[config.mk]
export PLATFORM = sky130hd
export DESIGN_NAME = frame_fill_writer
export DESIGN_NICKNAME = d
export VERILOG_FILES = /design/src/rtl/render_pkg.sv /design/src/rtl/fill_clip.sv /design/src/rtl/frame_fill_writer.sv
export SDC_FILE = /design/constraint.sdc
export NUM_CORES = 1
export LEC_CHECK = 0
export ABC_AREA = 1
export BUFFER_PORTS_ARGS = -buffer_cell sky130_fd_sc_hd__buf_2
export CORE_ASPECT_RATIO = 1.5
export CORE_MARGIN = 1.5
export CORE_UTILIZATION = 35
export DETAILED_ROUTE_END_ITERATION = 6
export HOLD_SLACK_MARGIN = 0.1
export PLACE_DENSITY_LB_ADDON = 0.2
export RECOVER_POWER = 100
export SYNTH_ARGS = -nofsm -noshare
export SYNTH_HDL_FRONTEND = slang
export SYNTH_SLANG_ARGS = --single-unit
[constraint.sdc]
create_clock -name clk_in -period 5.5 [get_ports clk_in]
set_clock_uncertainty 0.1 [all_clocks]
set_input_delay 0.55 -clock clk_in [delete_from_list [all_inputs] [get_ports clk_in]]
set_output_delay 0.55 -clock clk_in [all_outputs]
set_load 0.01 [all_outputs]
[src/rtl/render_pkg.sv]
// Shared render types: palette indices, fill opcodes, fill-engine state encoding,
// and a width helper for coordinate counters.
package render_pkg;

  // 4-bit palette indices as scanned out by the renderer.
  localparam logic [3:0] BLACK  = 4'd0;
  localparam logic [3:0] GRAY   = 4'd1;
  localparam logic [3:0] WHITE  = 4'd2;
  localparam logic [3:0] RED    = 4'd3;
  localparam logic [3:0] PINK   = 4'd4;
  localparam logic [3:0] DBROWN = 4'd5;
  localparam logic [3:0] BROWN  = 4'd6;
  localparam logic [3:0] ORANGE = 4'd7;
  localparam logic [3:0] YELLOW = 4'd8;
  localparam logic [3:0] DGREEN = 4'd9;
  localparam logic [3:0] GREEN  = 4'd10;
  localparam logic [3:0] LGREEN = 4'd11;
  localparam logic [3:0] PURPLE = 4'd12;
  localparam logic [3:0] DBLUE  = 4'd13;
  localparam logic [3:0] BLUE   = 4'd14;
  localparam logic [3:0] LBLUE  = 4'd15;

  typedef enum logic {
    FILL_CLEAR = 1'b0,
    FILL_RECT  = 1'b1
  } fill_op_t;

  typedef enum logic [1:0] {
    ST_IDLE  = 2'd0,
    ST_SETUP = 2'd1,
    ST_WRITE = 2'd2,
    ST_DONE  = 2'd3
  } fill_state_t;

  // Bits needed to index 0..n-1, never less than one.
  function automatic int unsigned idx_width(input int unsigned n);
    return (n <= 2) ? 1 : $clog2(n);
  endfunction

endpackage

[src/rtl/fill_clip.sv]
// Combinational rectangle clipper.
// Takes signed inclusive corners (x0,y0)-(x1,y1), clamps each to the screen
// and flags rectangles that are inverted or lie entirely off-screen.
//   x0,y0,x1,y1 : signed corners, COORD_W bits
//   cx0..cy1    : clipped corners, screen index widths
//   empty       : nothing to draw
module fill_clip
  import render_pkg::*;
#(
  parameter int unsigned PIXEL_WIDTH  = 1280,
  parameter int unsigned PIXEL_HEIGHT = 720,
  parameter int unsigned COORD_W      = 16,
  parameter int unsigned XW           = idx_width(PIXEL_WIDTH),
  parameter int unsigned YW           = idx_width(PIXEL_HEIGHT)
) (
  input  logic [COORD_W-1:0] x0,
  input  logic [COORD_W-1:0] y0,
  input  logic [COORD_W-1:0] x1,
  input  logic [COORD_W-1:0] y1,
  output logic [XW-1:0]      cx0,
  output logic [YW-1:0]      cy0,
  output logic [XW-1:0]      cx1,
  output logic [YW-1:0]      cy1,
  output logic               empty
);

  localparam logic signed [COORD_W-1:0] X_MAX = COORD_W'(PIXEL_WIDTH - 1);
  localparam logic signed [COORD_W-1:0] Y_MAX = COORD_W'(PIXEL_HEIGHT - 1);

  logic signed [COORD_W-1:0] sx0, sy0, sx1, sy1;

  assign sx0 = x0;
  assign sy0 = y0;
  assign sx1 = x1;
  assign sy1 = y1;

  // Clamp a signed coordinate into [0, hi]; sign bit means below zero.
  function automatic logic [COORD_W-1:0] clamp(input logic signed [COORD_W-1:0] v,
                                               input logic signed [COORD_W-1:0] hi);
    if (v[COORD_W-1])  return '0;
    else if (v > hi)   return hi;
    else               return v;
  endfunction

  assign cx0 = XW'(clamp(sx0, X_MAX));
  assign cx1 = XW'(clamp(sx1, X_MAX));
  assign cy0 = YW'(clamp(sy0, Y_MAX));
  assign cy1 = YW'(clamp(sy1, Y_MAX));

  // Inverted corners, or the far edge before the screen / near edge past it.
  assign empty = (sx0 > sx1) || (sy0 > sy1) ||
                 sx1[COORD_W-1] || sy1[COORD_W-1] ||
                 (sx0 > X_MAX) || (sy0 > Y_MAX);

endmodule

[src/rtl/frame_fill_writer.sv]
// Framebuffer fill engine: accepts CLEAR / clipped RECT commands and emits one
// palette-index write per pixel in raster order on a valid/ready port.
//   clk_in, rst_in (async, active-low)
//   cmd_*          : command handshake and fields (corners signed, inclusive)
//   write_*        : framebuffer write port, addr = x + PIXEL_WIDTH*y
//   busy_out       : engine not idle
//   done_out       : one-cycle pulse at command completion
module frame_fill_writer
  import render_pkg::*;
#(
  parameter int unsigned PIXEL_WIDTH  = 1280,
  parameter int unsigned PIXEL_HEIGHT = 720,
  parameter int unsigned COORD_W      = 16,
  parameter int unsigned ADDR_W       = $clog2(PIXEL_WIDTH * PIXEL_HEIGHT)
) (
  input  logic               clk_in,
  input  logic               rst_in,
  input  logic               cmd_valid_in,
  output logic               cmd_ready_out,
  input  logic               cmd_op_in,
  input  logic [COORD_W-1:0] cmd_x0_in,
  input  logic [COORD_W-1:0] cmd_y0_in,
  input  logic [COORD_W-1:0] cmd_x1_in,
  input  logic [COORD_W-1:0] cmd_y1_in,
  input  logic [3:0]         cmd_color_in,
  output logic [ADDR_W-1:0]  write_addr_out,
  output logic [3:0]         write_data_out,
  output logic               write_valid_out,
  input  logic               write_ready_in,
  output logic               busy_out,
  output logic               done_out
);

  localparam int unsigned XW = idx_width(PIXEL_WIDTH);
  localparam int unsigned YW = idx_width(PIXEL_HEIGHT);

  fill_state_t state, state_n;

  // Latched command
  fill_op_t           cmd_op;
  logic [COORD_W-1:0] cmd_x0, cmd_y0, cmd_x1, cmd_y1;
  logic [3:0]         cmd_color;

  // Raster walk
  logic [XW-1:0]     x, x_n;
  logic [YW-1:0]     y, y_n;
  logic [ADDR_W-1:0] row_base, row_base_n;

  // Next values of the registered outputs
  logic              cmd_ready_n, write_valid_n, busy_n, done_n;
  logic [ADDR_W-1:0] write_addr_n;
  logic [3:0]        write_data_n;

  logic          accept;
  logic [XW-1:0] clip_cx0, clip_cx1, cx0, cx1;
  logic [YW-1:0] clip_cy0, clip_cy1, cy0, cy1;
  logic          clip_empty, empty;

  assign accept = cmd_valid_in && cmd_ready_out;

  fill_clip #(
    .PIXEL_WIDTH  (PIXEL_WIDTH),
    .PIXEL_HEIGHT (PIXEL_HEIGHT),
    .COORD_W      (COORD_W),
    .XW           (XW),
    .YW           (YW)
  ) u_clip (
    .x0    (cmd_x0),
    .y0    (cmd_y0),
    .x1    (cmd_x1),
    .y1    (cmd_y1),
    .cx0   (clip_cx0),
    .cy0   (clip_cy0),
    .cx1   (clip_cx1),
    .cy1   (clip_cy1),
    .empty (clip_empty)
  );

  // Active bounds: whole screen for CLEAR, clipped corners for RECT.
  // The latched command is stable for the whole operation, so these are too.
  always_comb begin
    cx0   = clip_cx0;
    cx1   = clip_cx1;
    cy0   = clip_cy0;
    cy1   = clip_cy1;
    empty = clip_empty;
    if (cmd_op == FILL_CLEAR) begin
      cx0   = '0;
      cx1   = XW'(PIXEL_WIDTH - 1);
      cy0   = '0;
      cy1   = YW'(PIXEL_HEIGHT - 1);
      empty = 1'b0;
    end
  end

  // Command latch
  always_ff @(posedge clk_in or negedge rst_in) begin
    if (!rst_in) begin
      cmd_op    <= FILL_CLEAR;
      cmd_x0    <= '0;
      cmd_y0    <= '0;
      cmd_x1    <= '0;
      cmd_y1    <= '0;
      cmd_color <= '0;
    end else if (accept) begin
      cmd_op    <= fill_op_t'(cmd_op_in);
      cmd_x0    <= cmd_x0_in;
      cmd_y0    <= cmd_y0_in;
      cmd_x1    <= cmd_x1_in;
      cmd_y1    <= cmd_y1_in;
      cmd_color <= cmd_color_in;
    end
  end

  // State, walk counters and registered outputs
  always_ff @(posedge clk_in or negedge rst_in) begin
    if (!rst_in) begin
      state           <= ST_IDLE;
      x               <= '0;
      y               <= '0;
      row_base        <= '0;
      cmd_ready_out   <= 1'b0;
      write_valid_out <= 1'b0;
      write_addr_out  <= '0;
      write_data_out  <= '0;
      busy_out        <= 1'b0;
      done_out        <= 1'b0;
    end else begin
      state           <= state_n;
      x               <= x_n;
      y               <= y_n;
      row_base        <= row_base_n;
      cmd_ready_out   <= cmd_ready_n;
      write_valid_out <= write_valid_n;
      write_addr_out  <= write_addr_n;
      write_data_out  <= write_data_n;
      busy_out        <= busy_n;
      done_out        <= done_n;
    end
  end

  // Next state and next output values
  always_comb begin
    state_n       = state;
    x_n           = x;
    y_n           = y;
    row_base_n    = row_base;
    cmd_ready_n   = 1'b0;
    write_valid_n = write_valid_out;
    write_addr_n  = write_addr_out;
    write_data_n  = write_data_out;
    done_n        = 1'b0;

    unique case (state)
      ST_IDLE: begin
        cmd_ready_n   = 1'b1;
        write_valid_n = 1'b0;
        if (accept) begin
          cmd_ready_n = 1'b0;
          state_n     = ST_SETUP;
        end
      end

      ST_SETUP: begin
        if (empty) begin
          done_n  = 1'b1;
          state_n = ST_DONE;
        end else begin
          // Single constant multiply; later rows step by PIXEL_WIDTH.
          x_n           = cx0;
          y_n           = cy0;
          row_base_n    = ADDR_W'(PIXEL_WIDTH) * ADDR_W'(cy0);
          write_addr_n  = row_base_n + ADDR_W'(cx0);
          write_data_n  = cmd_color;
          write_valid_n = 1'b1;
          state_n       = ST_WRITE;
        end
      end

      ST_WRITE: begin
        if (write_valid_out && write_ready_in) begin
          if ((x == cx1) && (y == cy1)) begin
            write_valid_n = 1'b0;
            done_n        = 1'b1;
            state_n       = ST_DONE;
          end else begin
            if (x < cx1) begin
              x_n = x + XW'(1);
            end else begin
              x_n        = cx0;
              y_n        = y + YW'(1);
              row_base_n = row_base + ADDR_W'(PIXEL_WIDTH);
            end
            write_addr_n = row_base_n + ADDR_W'(x_n);
          end
        end
      end

      ST_DONE: begin
        cmd_ready_n = 1'b1;
        state_n     = ST_IDLE;
      end

      default: state_n = ST_IDLE;
    endcase

    busy_n = (state_n != ST_IDLE);
  end

endmodule

== Yosys cells after proc, flatten, opt, wreduce, memory -nomap -nowiden ==
Cells that the tools add are included.

* Reduce and logical (&&, ||, !) cells: 16
* $add $sub $neg: 5
* Mux-type cells: 53
* Equality and inequality tests: 10
* Order comparisons: 7
* Bitwise logic cells: 1
* Multiply operators: 1

{| class="wikitable"
|+ Operators with widths
! kind !! count
|-
| 2-to-1 mux 20 bit || 10
|-
| 2-to-1 mux 11 bit || 13
|-
| 2-to-1 mux 10 bit || 10
|-
| case mux 20 bit (2 select lines) || 2
|-
| adder 20 x 11 -> 20 bit || 2
|-
| > comparator 16 x 11 -> 1 bit (second input constant) || 2
|-
| > comparator 16 x 12 -> 1 bit (second input constant) || 2
|-
| > comparator 16 bit || 2
|-
| case mux 11 bit (2 select lines) || 1
|-
| adder 20 x 11 -> 20 bit (second input constant) || 1
|-
| case mux 10 bit (2 select lines) || 1
|-
| multiplier 3 x 10 -> 12 bit (first input constant) || 1
|-
| adder 11 x 1 -> 11 bit (second input constant) || 1
|-
| equality test 11 bit || 1
|-
| less-than comparator 11 bit || 1
|-
| adder 10 x 1 -> 10 bit (second input constant) || 1
|-
| equality test 10 bit || 1
|-
| != test 2 bit (second input constant) || 5
|-
| 2-to-1 mux 1 bit || 9
|-
| case mux 2 bit (4 select lines) || 1
|-
| AND reduction 4 bit || 2
|-
| 2-to-1 mux 2 bit || 3
|-
| logical OR 1 bit || 5
|-
| AND reduction 5 bit || 1
|-
| other kinds (10) || 15
|}

* Bits in registers: 140
* Output and inout port bits: 28
* Input port bits: 73
* Word-level logic and storage cells: 109

== Longest topological paths before layout ==
Gate-level depths: netlist of run 1.

* Word-level depth: 13
* Mapped depth: 30
* Depth with buffers taken out: 29

== Modules after synthesis ==
Synthesis of run 1 repeated with hierarchy kept, for this count alone.

* Cells, all modules: 1219
* Area total of the unflattened synthesis: 9484.1 um^2

{| class="wikitable"
|+ By module, submodules not included
! module !! seq. area each (um^2) !! instances !! area an instance (um^2) !! cells an instance
|-
| frame_fill_writer || 3278.1 || 1 || 8100.3 || 965
|-
| fill_clip || 0.0 || 1 || 1383.8 || 254
|}

== Worst setup path before layout of run 1 ==
No wires, ideal clock.

* Path type: register to register
* Start point: register cmd_x1[11]
* End point: register write_addr_out[19]
* Stages on the path, launching flop included: 30
* Buffers on the path: 1
* Slack: 1.428 ns
* Data arrival time: 3.855 ns
* Library setup time: 0.116 ns
* Required time: 5.284 ns
* Clock period less this slack: 4.072 ns
* Path through: dfrtp_1 nor4_1 nand2_1 a21oi_1 a41oi_1 a21oi_1 ha_1 nand2_1 inv_1 nand2_1 nand2_1 nand2_2 nand2_1 nor2_2 buf_2 or2_2 xor2_1 inv_1 ha_1 inv_1 nor2_1 nor2_1 nor2_1 nand3_1 inv_1 nand3_1 o21ai_1 nand2_1 nand2_1 nand2_1

* Cells in the longest elaborated chain, start to end: 13
* Elaborated cells between the ends (all ways): 29
* Those cells by class: add/sub: 1; order compare: 3; eq/ne: 3; mux: 15; reduce/logical: 7

{| class="wikitable"
|+ Ends and longest elaborated chain
! item !! line !! RTL
|-
| start, declared || frame_fill_writer.sv:41 || <nowiki>logic [COORD_W-1:0] cmd_x0, cmd_y0, cmd_x1, cmd_y1;</nowiki>
|-
| start signal, assigned || frame_fill_writer.sv:109 || <nowiki>cmd_x1 <= cmd_x1_in;</nowiki>
|-
| > comparator 16 x 12 -> 1 bit || fill_clip.sv:41 || <nowiki>else if (v > hi) return hi;</nowiki>
|-
| 2-to-1 mux 11 bit || fill_clip.sv:41 ||
|-
| 2-to-1 mux 11 bit || fill_clip.sv:40 || <nowiki>if (v[COORD_W-1]) return '0;</nowiki>
|-
| 2-to-1 mux 11 bit || frame_fill_writer.sv:87 || <nowiki>if (cmd_op == FILL_CLEAR) begin</nowiki>
|-
| less-than comparator 11 bit || frame_fill_writer.sv:187 || <nowiki>if (x < cx1) begin</nowiki>
|-
| 2-to-1 mux 20 bit / 2-to-1 mux 11 bit (equally long branches) || frame_fill_writer.sv:187 ||
|-
| 2-to-1 mux 20 bit / 2-to-1 mux 11 bit (equally long branches) || frame_fill_writer.sv:182 || <nowiki>if ((x == cx1) && (y == cy1)) begin</nowiki>
|-
| 2-to-1 mux 20 bit / 2-to-1 mux 11 bit (equally long branches) || frame_fill_writer.sv:181 || <nowiki>if (write_valid_out && write_ready_in) begin</nowiki>
|-
| 2-to-1 mux 20 bit / 2-to-1 mux 11 bit (equally long branches) || frame_fill_writer.sv:154 || <nowiki>unique case (state)</nowiki>
|-
| adder 20 x 11 -> 20 bit || frame_fill_writer.sv:194 || <nowiki>write_addr_n = row_base_n + ADDR_W'(x_n);</nowiki>
|-
| 2-to-1 mux 20 bit || frame_fill_writer.sv:182 ||
|-
| 2-to-1 mux 20 bit || frame_fill_writer.sv:181 ||
|-
| case mux 20 bit (2 select lines) || frame_fill_writer.sv:154 ||
|-
| end signal, assigned || frame_fill_writer.sv:135 || <nowiki>write_addr_out <= write_addr_n;</nowiki>
|-
| end, declared || frame_fill_writer.sv:26 || <nowiki>output logic [ADDR_W-1:0] write_addr_out,</nowiki>
|}

Parallel ways exist; a longest one is shown, timed or not. The select of a mux whose other input is x is not followed.
A chain may end at the register's enable or synchronous reset.

== Final worst setup path of run 1 ==
* Start point: register cmd_x1[15]
* End point: register write_addr_out[2]

The elaborated chain is that of the path after synthesis.

==> out/results.ini, run 1 <==
[worst_setup_path]
critical-path-slowest-cell = inv_1
cp-end-kind = register
cp_max_fo = 48
cp.arrival_ps = 5140
crit_required_ps = 5710
worstSetupStartpointType = register
critical_path.most_common_cell = nand2_1
rrSetupSlack_ps = 560
crit_type = register to register
crit_start = cmd_x1[15]$_DFFE_PN0P_
r2r_start = cmd_x1[15]$_DFFE_PN0P_
max_stage_delay_ps = 740
path_cells = inv_1, a21oi_1, a41oi_1, a21oi_1, ha_1, nand2_1, nor4_1, nand2_1, nor2_1, nand2_1, nor2_1, nand4_1, nand3_4, inv_1, nand2_1, nand2_1

[synth]
synth.yosys.seq_area_share = 0.349
synth_nets = 1500
synth_top_area_share = 0.349
synth_seq_cells = 131
synth_edf_count = 0
synth_top_family_by_area = simple AND/OR/NAND/NOR gates
synthTopCellsByArea = dfrtp_1 35%, nand2_1 17%, ha_1 9.7%
post-synth-top-count-cell = nand2_1
mappedNetlistArea_um2 = 9390
yosysTopAreaCell = dfrtp_1
yosys.cell_types.count = 41
synth_top_cells_by_count = 423 x nand2_1, 159 x inv_1, 146 x nor2_1, 131 x dfrtp_1, 106 x a21oi_1
synth_ff_type = dfrtp_1
synth_cells = 1352
synthAdderAreaFrac = 0.102
yosys.area_share.simple = 0.308
synthXorXnorAreaFrac = 0.0242
synthMuxAreaShare = 0.0204
ys_warn_count = 0
avgSynthCellArea_um2 = 6.95
ys_async_sr_fraction = 1.00
synth_compound_area_frac = 0.107

[power_and_ir_drop]
p_leak_nw = 5.75
power.density_nw_per_um2 = 634
peakVddDrop_mv = 0.300

[drt]
totalWireLength_um = 26800
drt_iter0_markers = 338
post-route-drc-count = 0
ant_nets = 0
detail_route.vias_per_cell = 4.87
dr.pass1.iters = 5
vias = 8700
wl_per_cell_um = 15.0

[cts]
clockBufferDepth = 2
clkTransAtPathRegs_ps = 60
cts.sinks = 131
cts-resized-gates = 0
clk_latency_ps = 440
cts_tree = yes
cts_max_level = 4
cts-buffers-inserted = 17
clock-root-buffer = clkbuf_16

[sta]
drv_slew = 208
hold_viol = 0
tightest_slew_ps = 2490
rsz0062_at_grt = no
setup_violations = 0
post-route-min-period_ps = 4940
slew_headroom = -0.665
period_share = 0.898
max_freq_mhz = 203
setup_tns_ps = 0
timing.hold.ws_ps = 238

[global_routing]
grt_pass1_wl_um = 43900
grt.total_usage = 0.205
antenna_found_initial = 0
grt_max_degree = 83
grt_pass1_vias = 8742
grt-ovfl-total = 0

[floorplan]
fp.coreArea_um2 = 26500
dieHeight_um = 204
die_w_um = 137
rows = 73
ioPinCount = 101
dieArea_um2 = 27800
start_util = 0.355

[min_path]
min_path_type = primary input to register
hp-start = cmd_color_in[1]

[layout]
fillers = 2830
final_cells = 1787
ff_latch_area_um2 = 3280
final_nets = 1587
drive_above_1_share = 0.106
area_growth_pct = 15.0
multi_input_area_um2 = 5270
antenna_cells = 0

[place]
place_congestion = 0.902
hpwl_um = 20700
port_buffers = 100
dp.cells = 1756

[run_status]
violations = capacitance limit, slew limit
status = finished with violations

[flow_run]
max-cap-violations = 3

## cell usage in the layout, fill, tap and decap left out, types with 2 or more instances in the layout
master     count
nand2_1      423
o311ai_0       2
o22ai_1        2
nor2_4         2
buf_4          5
inv_2          9
nand3_2        5
dfrtp_1      131
nor2_1       146
inv_1        160
ha_1          73
bufinv_16      6
xor2_1        21
nand3_1       75
xnor2_1        5
o21ai_0       67
o211ai_1       3
a21oi_1      106
clkbuf_1      31
clkbuf_8       3
or2_2          5
clkbuf_2       2
nor4_1         3
nand2_2        2
nor3_1        16
clkbuf_16     17
nor2_2         4
a21o_1         4
mux2_2        17
o21ai_1        3
fa_1           2
nand4_1       16
buf_2         71
## worst max-delay path: cells and delay by family, from the launching register on
kind	cells	cell delay (ps)
adder cells (fa/ha/maj)	1	340
AND/OR/NAND/NOR	10	2030
flip-flops	1	350
buffers and inverters	2	1060
AO/OA/AOI/OAI	3	880
## area by class of cell
class                   instances  area share
clock inverters                 9      0.0187
repair buffers                109      0.0487
multi-input cells            1011       0.488
clock buffers                  21      0.0436
inverters                     169      0.0588
flip-flops and latches        131       0.304
well taps                     337      0.0391
## cell families (layout without fill, tap and decap cells)
group | count (synthesis) | after routing
simple gates | 701 | 701
buf+inv | 210 | 308
compound gates | 191 | 191
flops | 131 | 131
fa+ha+maj | 75 | 75
xor+xnor | 26 | 26
mux | 17 | 17
other cells | 1 | 1
## what timing repair did
action	4_1_cts	5_1_grt
setup buffers	0	0
hold buffers	1	0
setup endpoints to repair	0	0
hold endpoints to repair	2	0
## stage by stage
stage | cell area [µm²] | util | total power, mW | worst slack [ps]
floorplan | 9390 | - | 4.54 | 1430
CTS | 10900 | 0.410 | 6.95 | 684
global route | 10800 | 0.408 | 7.58 | 73.3
global placement | 10200 | 0.384 | 5.56 | 746
detailed placement | 10200 | 0.384 | 5.59 | 714
finish | 10800 | 0.408 | 6.84 | 564
## sequential cells by signal, summed over array words and instances, names as in the netlist
name	cells
cmd_y0	16
busy_out	1
x	11
write_data_out	4
cmd_ready_out	1
cmd_x1	16
y	10
row_base	12
cmd_y1	16
done_out	1
state	2
cmd_color	4
cmd_x0	16
write_addr_out	19
cmd_op	1
write_valid_out	1
## worst paths after layout
kind                                                   to  cells after the start
hold / removal                   cmd_color[1]$_DFFE_PN0P_                      2
setup reg to reg            write_addr_out[2]$_DFFE_PN0P_                     16
setup / recovery            write_addr_out[2]$_DFFE_PN0P_                     16
max in group asynchronous           cmd_x0[4]$_DFFE_PN0P_                      3
hold reg to reg            write_addr_out[15]$_DFFE_PN0P_                      2
min in group asynchronous  write_addr_out[16]$_DFFE_PN0P_                      2
## report_power, final
part | internal [mW] | switching, mW | leakage (nW)
Combinational | 1.25 | 2.53 | 3.86
Sequential | 1.40 | 0.350 | 1.56
Clock | 0.880 | 0.439 | 0.325
## layer usage
layer,GRT usage,up-vias,part of all wire
met2,0.365,163,0.51
met5,0,-,0
met3,0.0276,52,0.030
met4,0.116,0,0.045
li1,-,4493,-
met1,0.232,3992,0.41
Note: power is estimated with default switching activity, not from simulation.
==> run 2, diff against run 1 <==
--- a/config.mk
+++ b/config.mk
@@ -13,7 +13,8 @@
 export DETAILED_ROUTE_END_ITERATION = 6
 export HOLD_SLACK_MARGIN = 0.1
 export PLACE_DENSITY_LB_ADDON = 0.2
-export RECOVER_POWER = 100
+export RECOVER_POWER = 25
+export SKIP_LAST_GASP = 1
 export SYNTH_ARGS = -nofsm -noshare
 export SYNTH_HDL_FRONTEND = slang
 export SYNTH_SLANG_ARGS = --single-unit
==> constraint.sdc (replaced) <==
create_clock -name clk_in -period 5.1 [get_ports clk_in]
set_clock_uncertainty 0.1 [all_clocks]
set_input_delay 0.51 -clock clk_in [delete_from_list [all_inputs] [get_ports clk_in]]
set_output_delay 0.51 -clock clk_in [all_outputs]
set_load 0.01 [all_outputs]
==> run 2 against run 1 <==
  * The flow still finishes with violations (capacitance limit, slew limit)
  * Combinational power increased by 9.5%
  * Maximum frequency increased by 12%
  * Worst hold slack got worse by 26 ps
  * Critical path depth increased by 13
  * Utilization decreased by 0.090 points
  * Total power increased by 4.3%
  * Global-route usage decreased by 0.28 points
  * Die area unchanged
  * Sequential power increased by 7%
  * Design area decreased by 0.22%
  * Sequential share of layout area increased by 0.067 points
  * Routed wire length decreased by 2.2%
  * Critical path type unchanged
  * Highest routed layer unchanged
==> out/results.ini, run 2 (synthesized netlist as in run 1, its figures left out) <==
[cts]
clock-root-buffer = clkbuf_16
cts_tree = yes
clockBufferDepth = 2  ; unchanged
clkTransAtPathRegs_ps = 60  ; about the same
clk_latency_ps = 430  ; about the same
cts_max_level = 4  ; unchanged
cts-buffers-inserted = 17  ; unchanged
cts.sinks = 131  ; unchanged

[worst_setup_path]
critical_path.most_common_cell = nand2_1
cp-end-kind = register
crit_required_ps = 5320  ; -390 ps
max_stage_delay_ps = 400  ; -340 ps
cp.arrival_ps = 4620  ; -520 ps
worstSetupStartpointType = register
cp_max_fo = 13  ; -73%
critical-path-slowest-cell = dfrtp_1
crit_type = register to register

[floorplan]
start_util = 0.355  ; unchanged
die_w_um = 137  ; unchanged
fp.coreArea_um2 = 26500  ; unchanged
dieHeight_um = 204  ; unchanged
rows = 73  ; unchanged
dieArea_um2 = 27800  ; unchanged
ioPinCount = 101  ; unchanged

[sta]
timing.hold.ws_ps = 212  ; -26.0 ps
drv_slew = 159  ; -24%
slew_headroom = -0.579  ; +0.0867
rsz0062_at_grt = no
setup_ws_ps = 692  ; +128 ps
hold_viol = 0  ; unchanged
setup_violations = 0  ; unchanged
max_freq_mhz = 227  ; +12%
post-route-min-period_ps = 4410  ; -528 ps
period_share = 0.864  ; -0.0332
tightest_slew_ps = 2360  ; -130 ps
setup_tns_ps = 0  ; unchanged

[drt]
vias = 8668  ; -0.37%
detail_route.vias_per_cell = 4.84  ; -0.65%
drt_iter0_markers = 374  ; +11%
wl_per_cell_um = 14.6  ; -2.4%
post-route-drc-count = 0  ; unchanged
totalWireLength_um = 26200  ; -2.2%
ant_nets = 0  ; unchanged
dr.pass1.iters = 5  ; unchanged

[place]
place_congestion = 0.905  ; +0.38%
dp_slack_ps = 484  ; -229 ps
hpwl_um = 20700  ; about the same
port_buffers = 100  ; unchanged
dp.cells = 1759  ; +0.17%
placed_area_um2 = 10200  ; +0.34%

[layout]
final_common_cell = nand2_1
final_util = 0.407  ; -0.000897
largest_reg_flops = 19  ; unchanged
drive_above_1_share = 0.131  ; +0.0258
top_register = write_addr_out
final_nets = 1590  ; +0.19%
stdcell_area_um2 = 10800  ; -0.22%
area_growth_pct = 14.7
layout_common_cells = 423 x nand2_1, 159 x inv_1, 145 x nor2_1
final_cells = 1792  ; +0.28%
antenna_cells = 0  ; unchanged

[global_routing]
grt-ovfl-total = 0  ; unchanged
grt_pass1_wl_um = 43600  ; -0.86%
grt.total_usage = 0.203  ; -0.00280
antenna_found_initial = 0  ; unchanged
grt_max_degree = 87  ; +4.8%
grt_pass1_vias = 8802  ; +0.69%

[power_and_ir_drop]
p_leak_nw = 5.81  ; +0.98%
total_power_mw = 7.14  ; +4.3%
power.density_nw_per_um2 = 663  ; +4.6%
peakVddDrop_mv = 0.458  ; +53%

[min_path]
min_path_type = primary input to register

[run_status]
violations = capacitance limit, slew limit
status = finished with violations

[flow_run]
max-cap-violations = 2  ; -1

## run 2: cell types whose count changed in the layout (fill, tap and decap cells not counted), moves of 2 or more
cell        previous run  this run
buf_2                 71        99
clkbuf_1              31         4
bufinv_16              6         0
buf_4                  5        10
clkinvlp_4             1         4
clkinv_2               1         3
o21ai_0               67        65
o21ai_2                0         2
## run 2: final timing paths
check,start,end,slack (ps),cells past startpoint
worst max-delay path,cmd_x1[11]$_DFFE_PN0P_,write_addr_out[19]$_DFFE_PN0P_,690,29
worst min-delay path,cmd_color_in[1],cmd_color[1]$_DFFE_PN0P_,210,2
worst max register to register,cmd_x1[11]$_DFFE_PN0P_,write_addr_out[19]$_DFFE_PN0P_,690,29
worst min register to register,write_data_out[1]$_DFFE_PN0P_,write_data_out[1]$_DFFE_PN0P_,370,2
max in group asynchronous,rst_in,cmd_x0[13]$_DFFE_PN0P_,2110,3
min in group asynchronous,rst_in,write_addr_out[16]$_DFFE_PN0P_,1160,2
## run 2: power breakdown
group          switching (mW)  internal, mW  total, mW
Combinational            2.73          1.41       4.14
Clock                   0.469         0.657       1.13
Sequential              0.374          1.50       1.88
Total                    3.58          3.57       7.14
## run 2: timing repair
item / CTS / global route
setup endpoints to repair: 0 / 6
hold buffers: 1 / 0
gates resized for setup: 0 / 4
hold endpoints to repair: 76 / 0
setup buffers: 0 / 0
## run 2: cell type report
cell class | instances | area (µm²)
clock buffer | 24 | 482
clock inverter | 8 | 53.8
multi-input combinational | 1011 | 5300
timing repair buffer | 112 | 606
tap | 337 | 422
inverter | 169 | 634
fill | 2861 | 15700
sequential | 131 | 3280
## run 2: layer usage
metal / track usage / share of wire / up-vias
met3: 0.0331 / 0.028 / 52
met2: 0.364 / 0.51 / 144
met5: 0 / 0 / -
met1: 0.227 / 0.42 / 3957
met4: 0.101 / 0.042 / 0
li1: - / - / 4515
## run 2: critical path: cells and delay by family, from the launching register on
family,cells,cell delay (ps)
DFF,1,400
adders and majority gates,2,550
AOI/OAI and AO/OA,5,810
and+or+nand+nor,17,1900
buffers and inverters,5,520
==> run 3, diff against run 2 <==
--- a/config.mk
+++ b/config.mk
@@ -8,8 +8,8 @@
 export ABC_AREA = 1
 export BUFFER_PORTS_ARGS = -buffer_cell sky130_fd_sc_hd__buf_2
 export CORE_ASPECT_RATIO = 1.5
-export CORE_MARGIN = 1.5
-export CORE_UTILIZATION = 35
+export CORE_MARGIN = 5
+export CORE_UTILIZATION = 55
 export DETAILED_ROUTE_END_ITERATION = 6
 export HOLD_SLACK_MARGIN = 0.1
 export PLACE_DENSITY_LB_ADDON = 0.2
==> constraint.sdc (replaced) <==
create_clock -name clk_in -period 5 [get_ports clk_in]
set_clock_uncertainty 0.1 [all_clocks]
set_input_delay 0.5 -clock clk_in [delete_from_list [all_inputs] [get_ports clk_in]]
set_output_delay 0.5 -clock clk_in [all_outputs]
set_load 0.01 [all_outputs]
==> run 3 against run 2 <==
  * The run still ends with capacitance limit, slew limit left
  * First-iteration DRC count is 34% higher
  * Combinational power increased by 2%
  * Clock power grew 11%
  * Design area is 1.2% lower
  * Global-route usage up 6.3 points
  * Critical path depth decreased by 2
  * Utilization rose by 23 points
  * Worst hold slack got worse by 8.4 ps
  * Routed wire length shrank 5.1%
  * Via count grew 1.4%
  * Flip-flop and latch count is the same
  * Maximum frequency fell by 0.68%
  * Critical path type unchanged
  * Largest power group unchanged
  * Highest routed layer unchanged
==> out/results.ini, run 3 (synthesized netlist as in run 1, its figures left out) <==
[drt]
post-route-drc-count = 0  ; unchanged
ant_nets = 0  ; unchanged
vias = 8791  ; +1.4%
totalWireLength_um = 24800  ; -5.1%
drt_iter0_markers = 501  ; +34%
wl_per_cell_um = 14.9  ; +2.1%
detail_route.vias_per_cell = 5.28  ; +9.2%
dr.pass1.iters = 5  ; unchanged

[sta]
tightest_slew_ps = 2200  ; -164 ps
max_freq_mhz = 225  ; -0.68%
drv_slew = 150  ; -5.7%
hold_viol = 0  ; unchanged
setup_ws_ps = 562  ; -130 ps
setup_tns_ps = 0  ; unchanged
rsz0062_at_grt = no
setup_violations = 0  ; unchanged
period_share = 0.888  ; +0.0233
post-route-min-period_ps = 4440  ; +30.2 ps
timing.hold.ws_ps = 203  ; -8.44 ps
slew_headroom = -0.466  ; +0.113

[run_status]
violations = capacitance limit, slew limit
status = finished with violations

[floorplan]
die_w_um = 117  ; -15%
dieHeight_um = 170  ; -16%
fp.coreArea_um2 = 16800  ; -37%
start_util = 0.560  ; +0.206
dieArea_um2 = 19800  ; -29%
rows = 58  ; -21%
ioPinCount = 101  ; unchanged

[layout]
area_growth_pct = 13.3
layout_common_cells = 423 x nand2_1, 159 x inv_1, 145 x nor2_1
stdcell_area_um2 = 10600  ; -1.2%
antenna_cells = 0  ; unchanged
top_register = write_addr_out
fillers = 1536  ; -46%
final_common_cell = nand2_1
final_cells = 1665  ; -7.1%
drive_above_1_share = 0.133  ; +0.00206
largest_reg_flops = 19  ; unchanged
final_util = 0.635  ; +0.228
final_nets = 1591  ; +0.063%

[place]
dp_slack_ps = 420  ; -64.2 ps
place_congestion = 0.905  ; unchanged
dp.cells = 1633  ; -7.2%
port_buffers = 100  ; unchanged
hpwl_um = 19000  ; -8.3%
placed_area_um2 = 10100  ; -1.6%

[global_routing]
grt_pass1_vias = 8731  ; -0.81%
grt_max_degree = 87  ; unchanged
grt_pass1_wl_um = 41700  ; -4.2%
grt.total_usage = 0.266  ; +0.0633
grt-ovfl-total = 0  ; unchanged
antenna_found_initial = 0  ; unchanged

[cts]
clockBufferDepth = 2  ; unchanged
clk_latency_ps = 430  ; about the same
postCtsSetupRepairBufs = 0  ; unchanged
clkTransAtPathRegs_ps = 60  ; about the same
cts_tree = yes
cts-buffers-inserted = 17  ; unchanged
clock-root-buffer = clkbuf_16
cts_max_level = 4  ; unchanged
cts.sinks = 131  ; unchanged

[min_path]
min_path_type = primary input to register

[worst_setup_path]
worstSetupStartpointType = register
reg2reg_depth = 27  ; -6.9%
cp.arrival_ps = 4650  ; +30 ps
cp-endpoint = write_addr_out[17]$_DFFE_PN0P_
rrSetupSlack_ps = 560  ; -130 ps
crit_required_ps = 5210  ; -110 ps
r2r-end = write_addr_out[17]$_DFFE_PN0P_
crit_start = cmd_op$_DFFE_PN0P_
cp_max_fo = 10  ; -3
crit_type = register to register
r2r_start = cmd_op$_DFFE_PN0P_
cp-end-kind = register

[power_and_ir_drop]
peakVddDrop_mv = 0.393  ; -14%
p_leak_nw = 5.84  ; +0.60%
power.density_nw_per_um2 = 695  ; +4.8%
total_power_mw = 7.40  ; +3.6%

[flow_run]
max-cap-violations = 2  ; unchanged

==> run 3: layout make-up <==
| type | count | area [µm²] | share of cell area |
|---|---|---|---|
| multi-input cells | 1011 | 5290 | 0.497 |
| flip-flops and latches | 131 | 3280 | 0.308 |
| inverters | 169 | 634 | 0.0596 |
| repair buffers | 113 | 601 | 0.0564 |
| clock buffers | 17 | 425 | 0.0400 |
| well taps | 210 | 263 | 0.0247 |
| clock inverters | 14 | 154 | 0.0145 |
==> run 3: what timing repair did <==
| action | in CTS | in global routing |
|---|---|---|
| endpoints found under the hold margin | 64 | 0 |
| hold buffers | 1 | 0 |
| endpoints found under the setup margin | 0 | 9 |
| resized for setup | 0 | 3 |
==> run 3: power breakdown <==
group          switching (mW)  leakage [nW]  internal [mW]
clock network           0.516         0.288          0.738
registers               0.375          1.56           1.53
logic                    2.78          3.99           1.45
total                    3.68          5.84           3.72
==> run 3: metal layers <==
layer / vias up / global-route usage / share of wire / routed length [µm]
met5: - / 0 / 0 / 0
met4: 0 / 0.108 / 0.039 / 962
met3: 55 / 0.0477 / 0.044 / 1100
met2: 235 / 0.471 / 0.51 / 12700
met1: 3994 / 0.313 / 0.41 / 10100
li1: 4507 / - / - / -
==> run 3: worst min path at each step <==
stage                     slack (ps)  cells past startpoint                      startpoint                              to
after floorplan                  100                      0                          rst_in              busy_out$_DFF_PN0_
after global placement           350                      2   write_data_out[0]$_DFFE_PN0P_   write_data_out[0]$_DFFE_PN0P_
after detailed placement         360                      2  write_addr_out[17]$_DFFE_PN0P_  write_addr_out[17]$_DFFE_PN0P_
after CTS                        190                      2                   cmd_x0_in[10]          cmd_x0[10]$_DFFE_PN0P_
after global routing             190                      2                    cmd_y0_in[2]           cmd_y0[2]$_DFFE_PN0P_
final                            200                      2                   cmd_x0_in[10]          cmd_x0[10]$_DFFE_PN0P_
==> run 3: worst max-delay path, cell delays in order, from the launching register on <==
cell	delay, ps
dfrtp_1	510
inv_2	230
a21oi_1	90
a41oi_1	570
a21oi_1	90
ha_1	330
nand2_1	90
inv_1	60
nand2_1	50
nand2_1	70
nand2_2	120
nand2_1	100
nor2_2	50
or2_2	280
xor2_1	160
inv_1	60
ha_1	290
inv_1	60
nor2_1	100
nor2_1	60
nor2_2	190
nand3_1	190
inv_1	110
nand2_1	70
nand3_1	90
o21ai_0	90
nand2_1	70
nand2_1	60
